===== src/rtl/fetch_stage_pkg.sv =====
// Shared pipeline definitions for the fetch stage: encodings, state codes and the
// IF/ID slot record.
package fetch_stage_pkg;
  localparam int PC_W = 16;
  localparam logic [15:0] NOP_ENC  = 16'h0800;
  localparam logic [4:0]  HALT_OPC = 5'b00000;

  typedef logic [2:0] fetch_state_t;
  localparam fetch_state_t ST_FETCH   = 3'd0;
  localparam fetch_state_t ST_WAIT    = 3'd1;
  localparam fetch_state_t ST_DISCARD = 3'd2;
  localparam fetch_state_t ST_HOLD    = 3'd3;
  localparam fetch_state_t ST_HALTED  = 3'd4;

  typedef struct packed {
    logic [PC_W-1:0] instr;
    logic [PC_W-1:0] pc;
    logic [PC_W-1:0] pc2;
    logic            valid;
    logic            halt;
    logic            err;
  } slot_t;

  function automatic logic is_halt(input logic [PC_W-1:0] instr);
    return instr[15:11] == HALT_OPC;
  endfunction
endpackage


===== src/rtl/fetch_pc_reg.sv =====
// Program counter: redirect load beats sequential advance; otherwise holds.
import fetch_stage_pkg::*;

module fetch_pc_reg #(
  parameter logic [15:0] RESET_PC = 16'h0000
) (
  input  logic            clk,
  input  logic            rst,
  input  logic            load,
  input  logic [PC_W-1:0] load_pc,
  input  logic            advance,
  output logic [PC_W-1:0] pc,
  output logic [PC_W-1:0] pc_plus2
);
  assign pc_plus2 = pc + 16'd2;

  always_ff @(posedge clk or posedge rst) begin
    if (rst)          pc <= RESET_PC;
    else if (load)    pc <= load_pc;
    else if (advance) pc <= pc_plus2;
  end
endmodule


===== src/rtl/fetch_stage.sv =====
// Instruction fetch: owns the PC, drives the multi-cycle instruction memory and
// presents one registered slot per cycle to IF/ID.
//
// state      | meaning
// FETCH      | request imem at pc (suppressed while stall_in)
// WAIT       | request outstanding, waiting for imem_done
// DISCARD    | finishing a request made before a redirect; data dropped
// HOLD       | IF/ID stalled; slot frozen, optional captured word pending
// HALTED     | halt/error slot issued; idle until redirect
import fetch_stage_pkg::*;

module fetch_stage #(
  parameter logic [15:0] RESET_PC  = 16'h0000,
  parameter logic [15:0] NOP_INSTR = NOP_ENC
) (
  input  logic        clk,
  input  logic        rst,
  input  logic        stall_in,
  input  logic        redirect_valid,
  input  logic [15:0] redirect_pc,
  output logic [15:0] imem_addr,
  output logic        imem_rd,
  input  logic [15:0] imem_data,
  input  logic        imem_stall,
  input  logic        imem_done,
  input  logic        imem_err,
  output logic [15:0] instr_out,
  output logic [15:0] pc_out,
  output logic [15:0] pc_plus2_out,
  output logic        valid_out,
  output logic        halt_out,
  output logic        err_out
);
  fetch_state_t    state;
  slot_t           slot, pend, cap;
  logic            pend_valid;
  logic [PC_W-1:0] pc, pc_plus2, discard_addr;
  logic            req_active, mem_done, capture, cap_halt;

  // A new request is never started while IF/ID is stalled, so nothing is ever
  // abandoned mid-access.
  assign req_active = (state == ST_WAIT) || (state == ST_DISCARD) ||
                      (state == ST_FETCH && !stall_in);
  assign imem_rd    = req_active && !rst;
  assign imem_addr  = (state == ST_DISCARD) ? discard_addr : pc;
  assign mem_done   = imem_done && !imem_stall;
  assign capture    = !redirect_valid && mem_done &&
                      ((state == ST_FETCH && !stall_in) || state == ST_WAIT);
  assign cap_halt   = imem_err || is_halt(imem_data);
  assign cap        = '{instr: imem_data, pc: pc, pc2: pc_plus2,
                        valid: 1'b1, halt: cap_halt, err: imem_err};

  fetch_pc_reg #(.RESET_PC(RESET_PC)) u_pc_reg (
    .clk      (clk),
    .rst      (rst),
    .load     (redirect_valid),
    .load_pc  (redirect_pc),
    .advance  (capture && !imem_err),
    .pc       (pc),
    .pc_plus2 (pc_plus2)
  );

  function automatic slot_t bubble(input slot_t s);
    bubble       = s;
    bubble.instr = NOP_INSTR;
    bubble.valid = 1'b0;
    bubble.halt  = 1'b0;
    bubble.err   = 1'b0;
  endfunction

  always_ff @(posedge clk or posedge rst) begin
    if (rst) begin
      state        <= ST_FETCH;
      slot         <= '{instr: NOP_INSTR, pc: RESET_PC, pc2: RESET_PC + 16'd2,
                        valid: 1'b0, halt: 1'b0, err: 1'b0};
      pend         <= '0;
      pend_valid   <= 1'b0;
      discard_addr <= RESET_PC;
    end else if (redirect_valid) begin
      slot         <= bubble(slot);
      pend_valid   <= 1'b0;
      discard_addr <= imem_addr;
      state        <= (req_active && !mem_done) ? ST_DISCARD : ST_FETCH;
    end else begin
      case (state)
        ST_FETCH, ST_WAIT: begin
          if (capture && stall_in) begin
            // word arrived while IF/ID is frozen: park it so release costs nothing
            pend       <= cap;
            pend_valid <= 1'b1;
            state      <= ST_HOLD;
          end else if (capture) begin
            slot  <= cap;
            state <= cap_halt ? ST_HALTED : ST_FETCH;
          end else begin
            if (!stall_in) slot <= bubble(slot);
            if (state == ST_FETCH) state <= stall_in ? ST_HOLD : ST_WAIT;
          end
        end
        ST_DISCARD: begin
          if (!stall_in) slot <= bubble(slot);
          if (mem_done) state <= ST_FETCH;
        end
        ST_HOLD: begin
          if (!stall_in) begin
            if (pend_valid) begin
              slot       <= pend;
              pend_valid <= 1'b0;
              state      <= pend.halt ? ST_HALTED : ST_FETCH;
            end else begin
              slot  <= bubble(slot);
              state <= slot.halt ? ST_HALTED : ST_FETCH;
            end
          end
        end
        ST_HALTED: begin
          if (!stall_in) slot <= bubble(slot);
        end
        default: state <= ST_FETCH;
      endcase
    end
  end

  assign instr_out    = slot.instr;
  assign pc_out       = slot.pc;
  assign pc_plus2_out = slot.pc2;
  assign valid_out    = slot.valid;
  assign halt_out     = slot.halt;
  assign err_out      = slot.err;
endmodule


===== config.mk =====
export PLATFORM = sky130hd
export DESIGN_NAME = fetch_stage
export DESIGN_NICKNAME = d
export VERILOG_FILES = /design/src/rtl/fetch_stage_pkg.sv /design/src/rtl/fetch_pc_reg.sv /design/src/rtl/fetch_stage.sv
export SDC_FILE = /design/constraint.sdc
export NUM_CORES = 1
export LEC_CHECK = 0
export ABC_AREA = 1
export BUFFER_PORTS_ARGS = -buffer_cell sky130_fd_sc_hd__buf_4
export CAP_MARGIN = 40
export CORE_MARGIN = 4
export CORE_UTILIZATION = 34
export CTS_BUF_LIST = sky130_fd_sc_hd__clkbuf_4
export DETAILED_ROUTE_END_ITERATION = 8
export SETUP_SLACK_MARGIN = 0.2
export SYNTH_ARGS = -nofsm -noshare
export SYNTH_HDL_FRONTEND = slang
export SYNTH_SLANG_ARGS = --single-unit

===== constraint.sdc =====
create_clock -name clk -period 4.5 [get_ports clk]
set_clock_uncertainty 0.15 [all_clocks]
set_input_delay 0.9 -clock clk [delete_from_list [all_inputs] [get_ports clk]]
set_output_delay 0.9 -clock clk [all_outputs]
set_load 0.01 [all_outputs]

==> results.cfg <==
[hold_path]
hold_class = in -> async

[clocking]
tritoncts = yes
path_clk_slew_ps = 120
cts_sinks = 137
clkLatencyLatePin_ps = 550
cts_resized = 0
numCtsBuffers = 17
hold_buffers = 0
htree_num_levels = 4
cts.path.max_buffers = 2
root_buffer = clkbuf_4
cts_setup_buffers = 0

[global_route]
grt_usage = 0.174
grt_overflow = 0
grt_pass1_vias = 5878
grt_max_degree = 55
antenna_found_initial = 1
grt_pass1_wl_um = 31300

[setup_path]
arrival_ps = 2350
cp_max_fo = 19
worst_r2r_path_depth = 6
cp-end-kind = output port
worstPathRequired_ps = 3450
r2r_start = state[2]
worstSetupPathType = reg -> out
r2r_setup_slack_ps = 1810
startpoint_type = register
crit_start = state[1]

[timing]
tns_ps = 0
setup_viol = 0
fmaxAchievable_mhz = 294
fin_crit_ps = 3400
tightest_slew_ps = 670
maxSlewViolCount = 0
fin_crit_sh = 0.755
maxSlewHeadroom = 0.552
finalWorstSetupSlack_ps = 1100
hold_viol = 0
rsz0062_at_grt = false

[floorplan]
dieArea_um2 = 22800
num_rows = 52
die_y_um = 151
die_w_um = 151
core_area_um2 = 20200
pin_count = 107
initial_utilization = 0.344

[synthesis]
synth_top_flop_cell = dfrtp_1
synthTopCellsByArea = dfrtp_1 (49%), nand2_1 (22%), o21ai_0 (6.8%)
ys_async_sr_fraction = 1.00
ys_seq_area_frac = 0.494
synth_top_area_cell = dfrtp_1
synth_edf_count = 0
netlist_area_um2 = 6940
syn_nets = 983
ys_warn_count = 0
syn_inst = 943
synth_top_cell_area_share = 0.487
ys_ff_latch = 137
ys_types = 31
syn_avg_cell_area_um2 = 7.36

[route]
drc_errors = 0
ant_nets = 0
firstDrtPassIters = 5
drt-wirelength-per-cell_um = 14.9
vias_per_cell = 4.81
drt_iter0_markers = 461
vias = 6354
routed_wl_um = 19600

[place]
place_congestion = 0.837
portBuffers = 106
pre_cts_ws_ps = 1170
hpwlAfterDp_um = 13600

[final_layout]
nets = 1076
fillers = 2175
multi_input_area_um2 = 3040
area_growth_pct = 19.9
utilization = 0.413
drive_gt1_frac = 0.166
seq_area_um2 = 3430

[pwr]
leakage_uw = 0.00432
peakVddDrop_uv = 270
total_power_uw = 4420
power_density_nw_per_um2 = 531

[run_status]
status = finished clean

[run]
maxCapViolations = 0
-- synthesized netlist by cell type (2+ instances only) --
cell type,count
nand3_2,2
nand2_2,4
a22oi_1,3
buf_4,5
inv_2,6
nand4_1,7
dfstp_2,2
dfrtp_1,135
a31oi_1,3
nor2_4,2
o221ai_1,2
buf_2,16
nor2_2,2
o211ai_1,12
clkbuf_1,22
a21oi_1,21
nand2_1,416
xor2_1,7
o21ai_0,95
nand3_1,68
inv_1,60
buf_1,2
nor2_1,43
-- logic make-up (layout without fill, tap and decap cells) --
family	after synthesis	count (layout)	synth area share
flip-flops	137	137	0.494
other	0	1	0
buffers and inverters	113	219	0.0685
AND/OR/NAND/NOR	547	547	0.319
XOR/XNOR	7	7	0.00883
AO/OA/AOI/OAI	138	138	0.107
adder cells (fa/ha/maj)	1	1	0.00180
-- layer usage --
| layer | global-route usage | part of all wire |
|---|---|---|
| met5 | 0 | 0 |
| met4 | 0.0408 | 0.012 |
| met3 | 0.0362 | 0.055 |
| met2 | 0.290 | 0.49 |
| met1 | 0.234 | 0.45 |
-- worst max-delay path, cell delays in order, from the launching register on --
cell,delay [ps]
dfrtp_1,450
inv_2,80
nor2_1,80
nand2_1,400
buf_8,330
o21ai_0,270
buf_4,180
-- cells in the final DEF, fill, tap and decap left out, types with 4 or more instances in the layout --
cell,synthesis,routed
inv_2,6,6
o211ai_1,12,12
inv_1,60,59
nor2_1,43,41
o21ai_0,95,95
buf_4,5,117
nor2_2,2,4
a21oi_1,21,21
nand2_1,416,416
dfrtp_1,135,135
nand2_2,4,4
clkbuf_4,0,19
xor2_1,7,7
bufinv_16,0,4
nand4_1,7,7
nand3_1,68,68
-- where the power goes --
group          total (uW)  internal [uW]  switching, uW
sequential           1920           1640            278
clock                 923            449            473
combinational        1580            634            945
-- through the flow --
stage                     hold WS, ps  cells  instance area (um2)
after detailed placement          306   1287                 8000
after global placement            305   1285                 7970
final                             278   1320                 8320
after global routing              262   1320                 8320
after floorplan                   290    943                 6950
after CTS                         254   1319                 8320
-- cell type report --
cell class / count / share of cell area
Inverter: 67 / 0.0313
Timing Repair Buffer: 120 / 0.112
Tap cell: 270 / 0.0406
Antenna cell: 1 / 0.000301
Clock inverter: 13 / 0.0210
Multi-Input combinational cell: 693 / 0.365
Clock buffer: 19 / 0.0171
Sequential cell: 137 / 0.412
-- path summary, 6_finish.rpt --
| kind | end |
|---|---|
| max | imem_addr[1] |
| min | state[0] |
| max reg2reg | u_pc_reg.pc[4] |
| min reg2reg | register |
| max in group asynchronous | asynchronous set/reset pin |
| min in group clk | register |
No activity file was read; power rests on OpenSTA's default activity.
